`config.mk`:
```
export PLATFORM = sky130hd
export DESIGN_NAME = jtframe_mcu_romserve
export DESIGN_NICKNAME = d
export VERILOG_FILES = /design/src/rtl/jtframe_mcu_pkg.sv /design/src/rtl/jtframe_mcu_romserve_line.sv /design/src/rtl/jtframe_mcu_romserve.sv
export SDC_FILE = /design/constraint.sdc
export NUM_CORES = 1
export LEC_CHECK = 0
export BUFFER_PORTS_ARGS = -buffer_cell sky130_fd_sc_hd__buf_2
export CORE_MARGIN = 2
export CORE_UTILIZATION = 50
export DETAILED_ROUTE_END_ITERATION = 8
export PLACE_DENSITY = 0.77
export SETUP_SLACK_MARGIN = 0.05
export SYNTH_ARGS = -nofsm -noshare
export SYNTH_HDL_FRONTEND = slang
export SYNTH_SLANG_ARGS = --single-unit
```
`constraint.sdc`:
```
create_clock -name clk -period 2 [get_ports clk]
set_clock_uncertainty 0.15 [all_clocks]
set_input_delay 0.3 -clock clk [delete_from_list [all_inputs] [get_ports clk]]
set_output_delay 0.3 -clock clk [all_outputs]
set_load 0.005 [all_outputs]
```
`src/rtl/jtframe_mcu_pkg.sv`:
```
// Shared definitions for the MCU ROM server: refill FSM encoding and byte-lane selection.
package jtframe_mcu_pkg;

    typedef enum logic [1:0] {
        IDLE = 2'd0,
        REQ  = 2'd1,
        WAIT = 2'd2
    } state_t;

    // rom_addr[0] value that selects the upper byte of a 16-bit ROM word
    localparam logic HI_BYTE = 1'b1;

    function automatic logic [7:0] byte_lane(input logic [15:0] word, input logic sel);
        return (sel == HI_BYTE) ? word[15:8] : word[7:0];
    endfunction

endpackage

```
`src/rtl/jtframe_mcu_romserve_line.sv`:
```
// One entry of the MCU ROM word cache: valid bit, tag, 16-bit word, hit compare and byte mux.
module jtframe_mcu_romserve_line
    import jtframe_mcu_pkg::*;
#(
    parameter int TW = 11
) (
    input  logic          clk,
    input  logic          rst,
    input  logic          clr,
    input  logic          wr,
    input  logic          wr_vld,
    input  logic [TW-1:0] wr_tag,
    input  logic [15:0]   wr_data,
    input  logic [TW-1:0] tag,
    input  logic          sel,
    output logic          hit,
    output logic [7:0]    dout
);

    logic          valid;
    logic [TW-1:0] tag_r;
    logic [15:0]   data_r;

    always_ff @(posedge clk) begin
        if (rst) begin
            valid  <= 1'b0;
            tag_r  <= '0;
            data_r <= '0;
        end else begin
            if (wr) begin
                tag_r  <= wr_tag;
                data_r <= wr_data;
            end
            // Invalidation wins over a fill landing in the same cycle
            if (clr)
                valid <= 1'b0;
            else if (wr)
                valid <= wr_vld;
        end
    end

    assign hit  = valid && (tag_r == tag);
    assign dout = hit ? byte_lane(data_r, sel) : 8'h00;

endmodule

```
`src/rtl/jtframe_mcu_romserve.sv`:
```
// MCU ROM fetch responder: two-entry word cache with LRU replacement, refilled from an SDRAM slot.
module jtframe_mcu_romserve
    import jtframe_mcu_pkg::*;
#(
    parameter int              ROMW   = 12,
    parameter int              SDW    = 22,
    parameter logic [SDW-1:0]  OFFSET = '0
) (
    input  logic            clk,
    input  logic            rst,
    input  logic            flush,
    input  logic            rom_cs,
    input  logic [ROMW-1:0] rom_addr,
    output logic [7:0]      rom_data,
    output logic            rom_ok,
    output logic            sdram_req,
    output logic [SDW-1:0]  sdram_addr,
    input  logic            sdram_ack,
    input  logic            sdram_rdy,
    input  logic [15:0]     sdram_data
);

    localparam int TW = ROMW - 1;

    state_t        state, state_nx;
    logic [TW-1:0] tag, req_tag;
    logic          sel;
    logic          hit0, hit1, hit0_e, hit1_e, hit;
    logic [7:0]    dout0, dout1;
    logic          lru, victim, poison;
    logic          start, fill, wr_vld;

    assign tag = rom_addr[ROMW-1:1];
    assign sel = rom_addr[0];

    jtframe_mcu_romserve_line #(.TW(TW)) u_line0 (
        .clk     (clk),
        .rst     (rst),
        .clr     (flush),
        .wr      (fill && !victim),
        .wr_vld  (wr_vld),
        .wr_tag  (req_tag),
        .wr_data (sdram_data),
        .tag     (tag),
        .sel     (sel),
        .hit     (hit0),
        .dout    (dout0)
    );

    jtframe_mcu_romserve_line #(.TW(TW)) u_line1 (
        .clk     (clk),
        .rst     (rst),
        .clr     (flush),
        .wr      (fill && victim),
        .wr_vld  (wr_vld),
        .wr_tag  (req_tag),
        .wr_data (sdram_data),
        .tag     (tag),
        .sel     (sel),
        .hit     (hit1),
        .dout    (dout1)
    );

    // A flush hides the cache immediately, before the valid bits clear at the edge
    assign hit0_e   = hit0 && !flush;
    assign hit1_e   = hit1 && !flush;
    assign hit      = hit0_e || hit1_e;
    assign rom_ok   = rom_cs && hit;
    assign rom_data = hit0_e ? dout0 : (hit1_e ? dout1 : 8'h00);

    assign start  = (state == IDLE) && rom_cs && !hit && !flush;
    assign fill   = ((state == WAIT) && sdram_rdy) ||
                    ((state == REQ) && sdram_ack && sdram_rdy);
    assign wr_vld = !(poison || flush);

    always_ff @(posedge clk) begin
        if (rst)
            state <= IDLE;
        else
            state <= state_nx;
    end

    always_comb begin
        state_nx = state;
        case (state)
            IDLE: if (start) state_nx = REQ;
            REQ:  if (sdram_ack) state_nx = sdram_rdy ? IDLE : WAIT;
            WAIT: if (sdram_rdy) state_nx = IDLE;
            default: state_nx = IDLE;
        endcase
    end

    always_comb begin
        sdram_req = (state == REQ);
    end

    always_ff @(posedge clk) begin
        if (rst) begin
            req_tag    <= '0;
            sdram_addr <= '0;
            victim     <= 1'b0;
            lru        <= 1'b0;
            poison     <= 1'b0;
        end else begin
            if (start) begin
                req_tag    <= tag;
                sdram_addr <= OFFSET + SDW'(tag);
                victim     <= lru;
            end
            if (fill)
                lru <= ~victim;
            else if (rom_cs && hit0_e)
                lru <= 1'b1;
            else if (rom_cs && hit1_e)
                lru <= 1'b0;
            // Poison lives only while a refill is outstanding
            poison <= (state != IDLE) && (state_nx != IDLE) && (poison || flush);
        end
    end

endmodule

```
== Word-level counts from Yosys, hierarchy flattened ==
Cells that the tools add are included.
W data, S select, Z words.

* Register bits after elaboration: 72
* Input bits: 34
* Output and inout bits: 32
* Word-level logic and storage cells: 59

* Equality and inequality tests: 4
* Muxes and demuxes: 14
* Bitwise gates (word level): 1
* Reductions and logical operators: 29

{| class="wikitable"
|+ Operators by type and width
! operator !! count
|-
| $mux W8 || 6
|-
| $eq A11 B11 Y1 || 2
|-
| $logic_and A1 B1 Y1 || 17
|-
| $mux W2 || 4
|-
| $pmux W2 S3 || 1
|-
| $logic_not A1 Y1 || 4
|-
| $reduce_bool A2 Y1 || 2
|-
| $logic_or A1 B1 Y1 || 3
|-
| $mux W1 || 3
|-
| $reduce_bool A3 Y1 || 1
|-
| $eq A2 B1 Y1 const B || 1
|-
| $eq A2 B2 Y1 const B || 1
|-
| $logic_not A2 Y1 || 1
|-
| $reduce_or A2 Y1 || 1
|-
| $not A1 Y1 || 1
|}

== Logic depth before layout (Yosys ltp) ==
Gate-level depths: netlist (run 1).

* Word-level depth: 12
* Depth in mapped cells: 7
* Gate-level depth less buffers: 5

== Modules after synthesis ==
Synthesis (run 1) repeated with hierarchy kept, for this count alone.

* Cell total of the unflattened synthesis: 358
* Area total of the unflattened synthesis: 3399.5 um2

{| class="wikitable"
|+ By module, submodules not included
! module !! instances !! cells each !! area each (um2) !! seq. area each (um2)
|-
| jtframe_mcu_romserve_line || 2 || 122 || 1255.0 || 560.5
|-
| jtframe_mcu_romserve || 1 || 114 || 889.6 || 320.3
|}

== Least setup slack after synthesis (run 1) ==
No wires, ideal clock.

* Kind: flip-flop to output port
* Start: register u_line0.tag_r[3]
* End: output port rom_data[0]
* Arrival time: 1.313 ns
* Data required time: 1.550 ns
* Path slack: 0.237 ns
* Cell stages (with the launch flop): 7
* Path buffers: 1
* Path through: dfxtp_1 xnor2_1 nand4_1 nor3_4 buf_2 nand2_1 o21ai_0

* Cells in the longest elaborated chain, start to end: 4
* Elaborated cells on any way between the ends: 5
* Those cells by class: 1 x eq/ne; 2 x mux; 2 x reduce/logical

{| class="wikitable"
|+ RTL lines
! element !! line !! text
|-
| from (decl) || jtframe_mcu_romserve_line.sv:21 || <nowiki>logic [TW-1:0] tag_r;</nowiki>
|-
| from (signal assigned) || jtframe_mcu_romserve_line.sv:31 || <nowiki>tag_r <= wr_tag;</nowiki>
|-
| $eq A11 B11 Y1 * || jtframe_mcu_romserve_line.sv:42 || <nowiki>assign hit = valid && (tag_r == tag);</nowiki>
|-
| $logic_and A1 B1 Y1 * || jtframe_mcu_romserve_line.sv:42 ||
|-
| $mux W8 or $logic_and A1 B1 Y1 (tied branches) || jtframe_mcu_romserve_line.sv:43, jtframe_mcu_romserve.sv:65 ||
|-
| $mux W8 * || jtframe_mcu_romserve.sv:69 || <nowiki>assign rom_data = hit0_e ? dout0 : (hit1_e ? dout1 : 8'h00);</nowiki>
|-
| to (decl) || jtframe_mcu_romserve.sv:14 || <nowiki>output logic [7:0] rom_data,</nowiki>
|}

Every way passes the cells marked *; elsewhere a longest branch is shown, timed or not.

== Final worst setup path (run 1) ==
* Start: register u_line1.tag_r[4]
* End: output port rom_data[4]

* Cells in the longest elaborated chain, start to end: 5
* Elaborated cells on any way between the ends: 6
* Those cells by class: 1 x eq/ne; 3 x mux; 2 x reduce/logical

{| class="wikitable"
|+ RTL lines
! element !! line
|-
| from (decl) || jtframe_mcu_romserve_line.sv:21
|-
| from (signal assigned) || jtframe_mcu_romserve_line.sv:31
|-
| $eq A11 B11 Y1 * || jtframe_mcu_romserve_line.sv:42
|-
| $logic_and A1 B1 Y1 * || jtframe_mcu_romserve_line.sv:42
|-
| $mux W8 or $logic_and A1 B1 Y1 (tied branches) || jtframe_mcu_romserve_line.sv:43, jtframe_mcu_romserve.sv:66
|-
| $mux W8 * (2 in a row) || jtframe_mcu_romserve.sv:69
|}

Marks and branches as above.

==> results.md, run 1 <==
- Share of layout cells above drive strength 1: 28.4%
- Sw frac: 23.6%
- Most common cell in the netlist: nand2_1
- Critical Path AT: 1.77 ns
- RSZ-0062 raised after global routing: yes
- Crit. End Element: output port
- Hpwl dp: 4.85 mm
- Top post-synthesis cells by count: nand2_1 (126), dfxtp_1 (72), a21oi_1 (55), nand2b_1 (24), xnor2_1 (22)
- Vias in the first global route: 2,740
- Failing checks: setup timing
- Worst Hold Path EP: state[1]
- Gate power share: 8.8%
- Nets: 502
- GRT Residual Overflow: 0
- Register bit total from synthesis: 72
- CTS Root Cell: clkbuf_8
- Number of flops mapped to enable cells by yosys: 0
- Maximum number of pins on one net before global-route repair: 85
- Avg WL per Cell: 13.8 um
- Largest area contributor in the netlist: dfxtp_1
- Die height: 86.0 um
- Status: finished, violations left
- Hold Buf Count CTS: 0
- Power Density: 662 nW/um2
- VDD IR max: 0.348 mV
- Worst EP required: 1.55 ns
- Top-area cell type share of the netlist area: 42.9%
- Syn Area/Cell: 8.21 um2
- Total wire length: 7.53 mm
- Power Internal: 2.02 mW
- F_max: 0.449 GHz
- Power, Total: 2.64 mW
- Sequential power share: 55.8%
- Core area: 6420 um2
- Number of synthesis warnings: 0
- Cts bufs inserted: 9
- I/O Pins: 66
- MaxCap Viol Count: 0
- Synth top area cells: dfxtp_1 (43%), nand2_1 (14%), a21oi_1 (8.2%), xnor2_1 (5.7%), mux2_2 (5.4%)
- Slew Limit Fails: 0
- Row count: 29
- DRC violations left: 0
- Layout area overhead: 18.9%
- Unique masters post-synth: 31
- Switching Power: 624 uW
- H-tree lvl count: 3
- Final Wtd Congestion: 0.755
- FF-to-FF path depth: 7
- FF-to-FF setup slack: 0.17 ns
- Kind of start point of the critical path: flop
- Die area: 7390 um2
- Register area share after synthesis: 42.9%
- Hold Slack: 0.0301 ns
- Post-Syn Area: 3360 um2
- Synth Instances: 409
- IO buf count: 54
- Inserted Diodes: 0
- CTS tree: yes
- Clk network pwr share: 35.4%
- Final hold vios: 0
- Max FO, Critical Path: 5
- CP max stage delay: 0.34 ns
- Via count: 2,825
- Dominant synthesized flop cell: dfxtp_1
- Clock transition at path regs: 0.07 ns
- Setup TNS: -1.86 ns
- Initial antenna violation count: 0
- Post-DRT Antenna Nets: 0
- RR Startpoint: u_line0.valid
- Starting Density: 52.3%
- CTS Buffer Depth: 2
- Sink Count: 72
- Leak Pwr: 1.54 nW
- PnR worst setup slack: -0.225 ns
- Reg2reg end: state[0]
- Width of the die: 86.0 um
- Slowest CP cell: dfxtp_2
- First-pass GRT wire length: 12.3 mm
- Total track usage: 21.2%
- Hold Crit Depth: 2
- First-pass detailed-route iteration total: 4
- CP Cell Sequence: xnor2_2 -> nand4_1 -> nor3_4 -> buf_6 -> nand2_1 -> o21ai_1 -> buf_2
- Hold WC Path Type: input port to flop
- Crit share post-route: 111%
- Hold wc startpoint: sdram_rdy
- DR iter-0 viols: 196
- Final setup vio count: 9
- Drt via density: 5.17
- Asr flop ratio synth: 0%
- WS Path Type: flop to output port
- Post-layout min period: 2.22 ns
- Clk Latency, worst-skew pair: 0.34 ns
==> area by class of cell <==
cell class,instances,area (um2)
multi-input combinational,309,1800
clock inverter,2,10.0
timing repair buffer,75,489
clock buffer,10,138
fill,548,2430
inverter,1,3.75
tap,77,96.3
sequential,72,1450
==> per-stage QoR <==
step | util, % | worst slack, ns | cell area, um2 | std cells
after CTS | 61.6 | -0.271 | 3960 | 545
after global placement | 57.9 | -0.123 | 3720 | 528
after global routing | 62.2 | -0.344 | 3990 | 546
after floorplan | - | 0.237 | 3400 | 419
final | 62.2 | -0.225 | 3990 | 546
after detailed placement | 57.9 | -0.156 | 3720 | 528
==> power groups by stage <==
stage / Combinational [mW] / Sequential (mW) / Clock, mW
finish: 0.233 / 1.47 / 0.935
CTS: 0.231 / 1.47 / 0.953
global route: 0.256 / 1.48 / 1.02
floorplan: 0.144 / 1.50 / 0
detailed placement: 0.222 / 1.51 / 0
global placement: 0.219 / 1.51 / 0
==> flip-flops by register name (all words and copies together), names as in the netlist <==
name and count:
sdram_addr 11, lru 1, u_line1.data_r 16, poison 1, u_line1.valid 1, u_line1.tag_r 11
victim 1, u_line0.valid 1, u_line0.data_r 16, u_line0.tag_r 11, state 2
==> cell families (layout without fill, tap and decap cells) <==
family / count (synthesis) / in the layout / share of synthesized area (%)
buffers and inverters: 38 / 88 / 6.45
AOI/OAI and AO/OA: 72 / 72 / 12.0
and+or+nand+nor: 176 / 176 / 23.9
DFF: 72 / 72 / 42.9
muxes: 28 / 28 / 8.94
other: 1 / 11 / 0.112
xor gates and xnor gates: 22 / 22 / 5.74
==> layout by cell type (no fill, tap or decap), drive strengths merged, types with 6 or more instances in the layout <==
| master | n |
|---|---|
| conb | 11 |
| mux2 | 16 |
| a21oi | 55 |
| dfxtp | 72 |
| nand4 | 6 |
| mux2i | 12 |
| nand2 | 126 |
| xnor2 | 22 |
| nand2b | 24 |
| clkbuf | 10 |
| nor2 | 6 |
| buf | 75 |
| o21ai | 9 |
==> what timing repair did <==
action	4_1_cts	5_1_grt
resized for setup	23	10
hold endpoints to repair	0	0
buffers inserted	4	0
setup endpoints to repair	23	9
gates cloned	1	1
pin swaps	7	8
==> worst max-delay path by stage <==
stage	startpoint	endpoint	depth (start not counted)
floorplan	u_line0.tag_r[3]	rom_data[0]	6
global placement	rom_addr[5]	rom_data[4]	8
detailed placement	rom_addr[5]	rom_data[0]	8
CTS	u_line1.tag_r[10]	rom_data[1]	7
global route	u_line1.tag_r[4]	rom_data[4]	7
finish	u_line1.tag_r[4]	rom_data[4]	7
==> per-layer routing <==
layer / part of all wire [%] / vias up / wire [um] / GRT usage, %
met2: 48 / 76 / 3650 / 34.2
li1: - / 1430 / - / -
met3: 6.0 / 14 / 450 / 6.35
met5: 0 / - / 0 / 0
met4: 1.8 / 0 / 133 / 9.38
met1: 44 / 1305 / 3300 / 26.0
==> worst max-delay path, delay by kind of cell, from the launching register on <==
| family | cells | cell delay (ns) |
|---|---|---|
| AOI/OAI and AO/OA | 1 | 0.12 |
| xor gates and xnor gates | 1 | 0.15 |
| buffers and inverters | 2 | 0.30 |
| DFF | 1 | 0.34 |
| and+or+nand+nor | 3 | 0.52 |
(Power assumes the default switching activity.)
==> run 2, diff against run 1 <==
Settings changed: CTS_CLUSTER_DIAMETER from default to 40.
Clock period 2 ns to 2.4 ns, I/O delays scaled along.
==> run 2 against run 1 <==
- the run now ends clean
- global-route usage fell by 0.071 points
- clock power rose by 6.0%
- critical path depth rose by 1
- hold slack improved by 0.067 ns
- non-clock buffer count fell by 5
- wire length rose by 5.4%
- setup slack improved by 0.26 ns
- sequential power fell by 16%
- cell area fell by 0.38%
- sequential share of layout area barely moved
- combinational power fell by 20%
- register-to-register slack improved by 0.17 ns
- largest cell class unchanged
- largest power group unchanged
==> results.md, run 2 (synthesis gave the netlist of run 1 again) <==
- Switching Power: 553 uW (-11%)
- Sequential power share: 51.1% (-4.7 points)
- Vias in the first global route: 2,687 (-1.9%)
- VDD IR max: 0.348 mV (-0.22%)
- Worst-margin pin slew: 0.594 ns
- PnR worst setup slack: 0.0376 ns (+0.262 ns)
- Post-layout min period: 2.36 ns
- Pre-CTS setup slack: 0.283 ns (+0.438 ns)
- MaxCap Viol Count: 0 (unchanged)
- Dpl cell area: 3630 um2 (-2.2%)
- Post-DRT Antenna Nets: 0 (unchanged)
- Maximum number of pins on one net before global-route repair: 48 (-44%)
- Total wire length: 7.94 mm (+5.4%)
- Max FO, Critical Path: 5 (unchanged)
- Final hold vios: 0 (unchanged)
- Slew Limit Fails: 0 (unchanged)
- Final setup vio count: 0 (-9)
- H-tree lvl count: 3 (unchanged)
- Cts bufs inserted: 9 (unchanged)
- Initial antenna violation count: 0 (unchanged)
- Kind of start point of the critical path: flop
- Clk Latency, worst-skew pair: 0.35 ns (about the same)
- Share of layout cells above drive strength 1: 26.3% (-2.0 points)
- Avg WL per Cell: 14.6 um (+5.8%)
- Clock transition at path regs: 0.08 ns (about the same)
- RSZ-0062 raised after global routing: yes
- CTS Buffer Depth: 2 (unchanged)
- DR iter-0 viols: 236 (+20%)
- IO buf count: 54 (unchanged)
- GR peak layer: met2
- WS Path Type: flop to output port
- Sink Count: 72 (unchanged)
- Total track usage: 21.1% (-0.071 points)
- Nets: 497 (-1.0%)
- CTS Root Cell: clkbuf_8
- Max_slew headroom: 60.4%
- Crit share post-route: 98.4%
- Hold WC Path Type: input port to flop
- Die area: 7390 um2 (unchanged)
- Leak Pwr: 1.51 nW (-2.0%)
- Via count: 2,905 (+2.8%)
- Width of the die: 86.0 um (unchanged)
- Starting Density: 52.3% (unchanged)
- DRC violations left: 0 (unchanged)
- Die height: 86.0 um (unchanged)
- Hold Buf Count CTS: 0 (unchanged)
- Drt via density: 5.34 (+3.2%)
- I/O Pins: 66 (unchanged)
- Commonest non-fill, non-tap cell in the layout: nand2_1
- GR Util met2: 33.1% (-1.1 points)
- Hpwl dp: 4.89 mm (+0.83%)
- Clk network pwr share: 41.2% (+5.8 points)
- F_max: 0.423 GHz
- Inserted Diodes: 0 (unchanged)
- Final instance area: 3980 um2 (-0.38%)
- First-pass detailed-route iteration total: 4 (unchanged)
- First-pass GRT wire length: 12.3 mm (-0.40%)
- GRT Residual Overflow: 0 (unchanged)
- Status: completed
- Core area: 6420 um2 (unchanged)
- Worst EP required: 1.89 ns (+0.34 ns)
- Crit. End Element: output port
- Met1 usage: 27.2% (+1.2 points)
- Final Wtd Congestion: 0.789 (+4.5%)
- Critical Path AT: 1.85 ns (+0.08 ns)
- CTS tree: yes
- Gate power share: 7.8% (-1.0 points)
- Power Internal: 1.85 mW (-8.1%)
- Sw frac: 23.0% (-0.64 points)
- Most frequent cells in the layout: nand2_1 (125), dfxtp_1 (67), a21oi_1 (55)
- Layout area overhead: 18.4%
- Power Density: 605 nW/um2 (-8.6%)
- M3 GR Usage: 4.81% (-1.5 points)
- Row count: 29 (unchanged)
- Biggest regs: u_line0.data_r: 16 flops, u_line1.data_r: 16 flops
-- run 2: through the flow --
step | total power, mW | instances | setup TNS, ns | hold WS (ns) | utilization (%)
final | 2.41 | 544 | 0 | 0.0971 | 61.9
after global placement | 1.43 | 522 | 0 | 0.289 | 56.6
after detailed placement | 1.44 | 522 | 0 | 0.296 | 56.6
after global routing | 2.48 | 544 | -0.0724 | 0.102 | 61.9
after floorplan | 1.37 | 419 | 0 | 0.283 | -
after CTS | 2.41 | 537 | 0 | 0.0935 | 59.8
-- run 2: critical path, stage by stage (launching register included) --
cell       delay (ns)
dfxtp_1          0.32
xnor2_1          0.19
nand4_1          0.18
nor3_4           0.23
buf_4            0.18
clkbuf_16        0.15
nand2_2          0.04
o21ai_1          0.07
buf_2            0.13
-- run 2: path summary, 6_finish.rpt --
check | from | endpoint | slack [ns] | cells after the start
worst min-delay path | sdram_data[13] | u_line0.data_r[13] | 0.1 | 3
worst max register to register | u_line0.tag_r[3] | state[0] | 0.34 | 9
worst max-delay path | u_line0.tag_r[3] | rom_data[4] | 0.04 | 8
worst min register to register | u_line1.data_r[3] | u_line1.data_r[3] | 0.31 | 2
-- run 2: final cells by class --
cell class	instances	area (um2)
clock buffers	12	165
fillers	544	2440
clock inverters	3	40.0
flip-flops and latches	72	1450
multi-input cells	309	1780
inverters	1	3.75
well taps	77	96.3
repair buffers	70	449
-- run 2: repair_timing --
item,4_1_cts,5_1_grt
resized for setup,0,20
setup endpoints to repair,0,9
setup buffers,0,4
-- run 2: routing by layer --
layer / wire length, um / vias to the layer above
met3: 587 / 12
met1: 3390 / 1362
li1: - / 1425
met4: 128 / 0
met5: 0 / -
met2: 3830 / 106
-- run 2: power by group through the flow --
stage	Combinational, mW	Clock, mW	Sequential, mW
after global placement	0.178	0	1.26
final	0.187	0.991	1.23
after floorplan	0.120	0	1.25
after detailed placement	0.182	0	1.26
after CTS	0.182	0.997	1.23
after global routing	0.205	1.05	1.23
==> run 3, diff against run 2 <==
Settings changed: ABC_AREA from default to 1.
==> run 3 against run 2 <==
- first-iteration DRC count shrank 8.9%
- critical path type unchanged
- fmax shrank 2.3%
- the run now ends with setup timing left
- critical endpoint is now rom_data[2]
- utilization grew 1.2 points
- global-route usage grew 1.4 points
- cell area grew 7.2%
- die area grew 3.8%
- power grew 18%
- largest cell class unchanged
- setup slack lost 0.056 ns
==> results.md, run 3 <==
- Worst-margin pin slew: 0.562 ns (-0.0316 ns)
- CTS Root Cell: clkbuf_8
- Asr flop ratio synth: 0% (unchanged)
- RSZ-0062 raised after global routing: yes
- Die area: 7670 um2 (+3.8%)
- Setup TNS: -0.0462 ns (-0.0462 ns)
- Biggest regs: u_line0.data_r: 16 flops, u_line1.data_r: 16 flops
- Wl on met1: 3.97 mm (+17%)
- Final design utilization: 63.1% (+1.2 points)
- Number of flops mapped to enable cells by yosys: 0 (unchanged)
- Register bit total from synthesis: 72 (unchanged)
- IO buf count: 54 (unchanged)
- Max FO, Critical Path: 6 (+1)
- First-pass detailed-route iteration total: 5 (+1)
- VDD IR max: 0.356 mV (+2.5%)
- Register Area: 1450 um2 (about the same)
- Layout area overhead: 22.2%
- Unique masters post-synth: 27 (-13%)
- Core area: 6760 um2 (+5.2%)
- Total track usage: 22.5% (+1.4 points)
- Top post-synthesis cells by count: nand2_1 (120), nor2_1 (102), dfxtp_1 (72), inv_1 (64), o21ai_0 (56)
- Hold WC Path Type: input port to flop
- Final setup vio count: 4 (+4)
- Filler instances: 605 (+11%)
- Inserted Diodes: 0 (unchanged)
- Cts bufs inserted: 9 (unchanged)
- Commonest non-fill, non-tap cell in the layout: nand2_1
- CTS tree: yes
- Dominant synthesized flop cell: dfxtp_1
- CTS Buffer Depth: 2 (unchanged)
- H-tree lvl count: 3 (unchanged)
- Failing checks: setup timing
- First-pass GRT wire length: 13.5 mm (+10%)
- Crit share post-route: 101% (+2.3 points)
- Met3 wire len: 462 um (-21%)
- Crit. End Element: output port
- Hold Buf Count CTS: 0 (unchanged)
- Hold Slack: 0.0875 ns (-0.00963 ns)
- Syn Area/Cell: 6.56 um2 (-20%)
- Starting Density: 51.7% (-0.62 points)
- Slew Limit Fails: 0 (unchanged)
- GRT Residual Overflow: 0 (unchanged)
- F_max: 0.414 GHz (-2.3%)
- Most common cell in the netlist: nand2_1
- Via count: 3,377 (+16%)
- Top-area cell type share of the netlist area: 41.3% (-1.6 points)
- Initial antenna violation count: 0 (unchanged)
- Footprint of the multi-input gates: 1760 um2 (-0.85%)
- Avg WL per Cell: 12.7 um (-13%)
- Post-layout min period: 2.42 ns (+0.0556 ns)
- Post-Syn Area: 3490 um2 (+3.9%)
- Die height: 87.6 um (+1.9%)
- Share of layout cells above drive strength 1: 22.4% (-3.9 points)
- Clock transition at path regs: 0.07 ns (about the same)
- Clk Latency, worst-skew pair: 0.36 ns (about the same)
- Final Wtd Congestion: 0.854 (+8.3%)
- Drt via density: 5.01 (-6.2%)
- Row count: 30 (+3.4%)
- Leak Pwr: 2.04 nW (+35%)
- DRC violations left: 0 (unchanged)
- Status: finished, violations left
- Largest area contributor in the netlist: dfxtp_1
- Power Density: 666 nW/um2 (+10%)
- Post-DRT Antenna Nets: 0 (unchanged)
- I/O Pins: 66 (unchanged)
- PnR worst setup slack: -0.0180 ns (-0.0556 ns)
- Width of the die: 87.6 um (+1.9%)
- Top sig layer: met4
- Final hold vios: 0 (unchanged)
- Maximum number of pins on one net before global-route repair: 45 (-6.3%)
- Register area share after synthesis: 41.3% (-1.6 points)
- Sink Count: 72 (unchanged)
- Hpwl dp: 5.45 mm (+11%)
- Vias in the first global route: 3,022 (+12%)
- MaxCap Viol Count: 0 (unchanged)
- Number of synthesis warnings: 0 (unchanged)
- DR iter-0 viols: 215 (-8.9%)
- Most frequent cells in the layout: nand2_1 (112), nor2_1 (89), dfxtp_1 (68)
- Synth top area cells: dfxtp_1 (41%), nand2_1 (13%), nor2_1 (11%), o21ai_0 (8.0%), inv_1 (6.9%)
- Critical Path AT: 1.91 ns (+0.06 ns)
- Kind of start point of the critical path: flop
- Nets: 624 (+26%)
- WS Path Type: flop to output port
- Worst EP required: 1.89 ns (about the same)
- Max_slew headroom: 62.5% (+2.1 points)
- Synth Instances: 532 (+30%)
- Total wire length: 8.55 mm (+7.7%)
- Met2 wire len: 3.92 mm (+2.5%)
==> run 3: routing by layer <==
metal	up-vias	track usage [%]
met2	100	33.2
li1	1737	-
met1	1521	31.4
met3	19	4.90
met4	0	10.6
met5	-	0
==> run 3: final timing paths <==
path | start | slack [ns] | cells after the start | endpoint
hold / removal | rst | 0.09 | 2 | state[0]
setup reg to reg | u_line0.valid | 0.30 | 12 | sdram_addr[0]
setup / recovery | u_line0.valid | -0.02 | 11 | rom_data[2]
hold reg to reg | poison | 0.31 | 1 | u_line1.valid
==> run 3: stage by stage <==
stage / cells / setup WS [ns] / total power [mW] / instance area (um2)
2_1_floorplan: 542 / 0.562 / 1.48 / 3530
3_3_place_gp: 650 / 0.143 / 1.55 / 3790
3_5_place_dp: 650 / 0.111 / 1.56 / 3790
4_1_cts: 669 / 0.0250 / 2.83 / 4120
5_1_grt: 674 / -0.144 / 2.94 / 4270
6_report: 674 / -0.0180 / 2.84 / 4270
==> run 3: kinds of logic after synthesis <==
| family | synth area share (%) |
|---|---|
| xor gates and xnor gates | 1.25 |
| AOI/OAI and AO/OA | 14.3 |
| and+or+nand+nor | 30.0 |
| DFF | 41.3 |
| other | 0.107 |
| buffers and inverters | 13.0 |
==> run 3: report_power, final <==
part,total (mW),internal [mW],switching [mW]
logic,0.286,0.104,0.182
clock network,1.29,0.820,0.466
registers,1.27,1.24,0.0251
total,2.84,2.17,0.673
==> run 3: critical path, stage by stage (launching register included) <==
cell and delay (ns):
dfxtp_1 0.31, inv_1 0.05, nor2_1 0.11, nand3_2 0.14
nor2_8 0.15, nand3_4 0.17, clkbuf_16 0.21, nand2_1 0.05
nand2_1 0.05, nor2_2 0.11, a21oi_1 0.06, buf_2 0.13
==> run 3: what timing repair did <==
action | 4_1_cts | 5_1_grt
setup buffers | 3 | 4
gates cloned | 1 | 1
pin swaps | 1 | 9
gates resized for setup | 14 | 29
setup endpoints to repair | 8 | 9
==> run 3: area by class of cell <==
type	count	share of cell area, %
clock inverter	5	3.02
tap	80	2.35
inverter	68	5.98
multi-input combinational	369	41.3
sequential	72	33.9
timing repair buffer	70	10.2
clock buffer	10	3.23
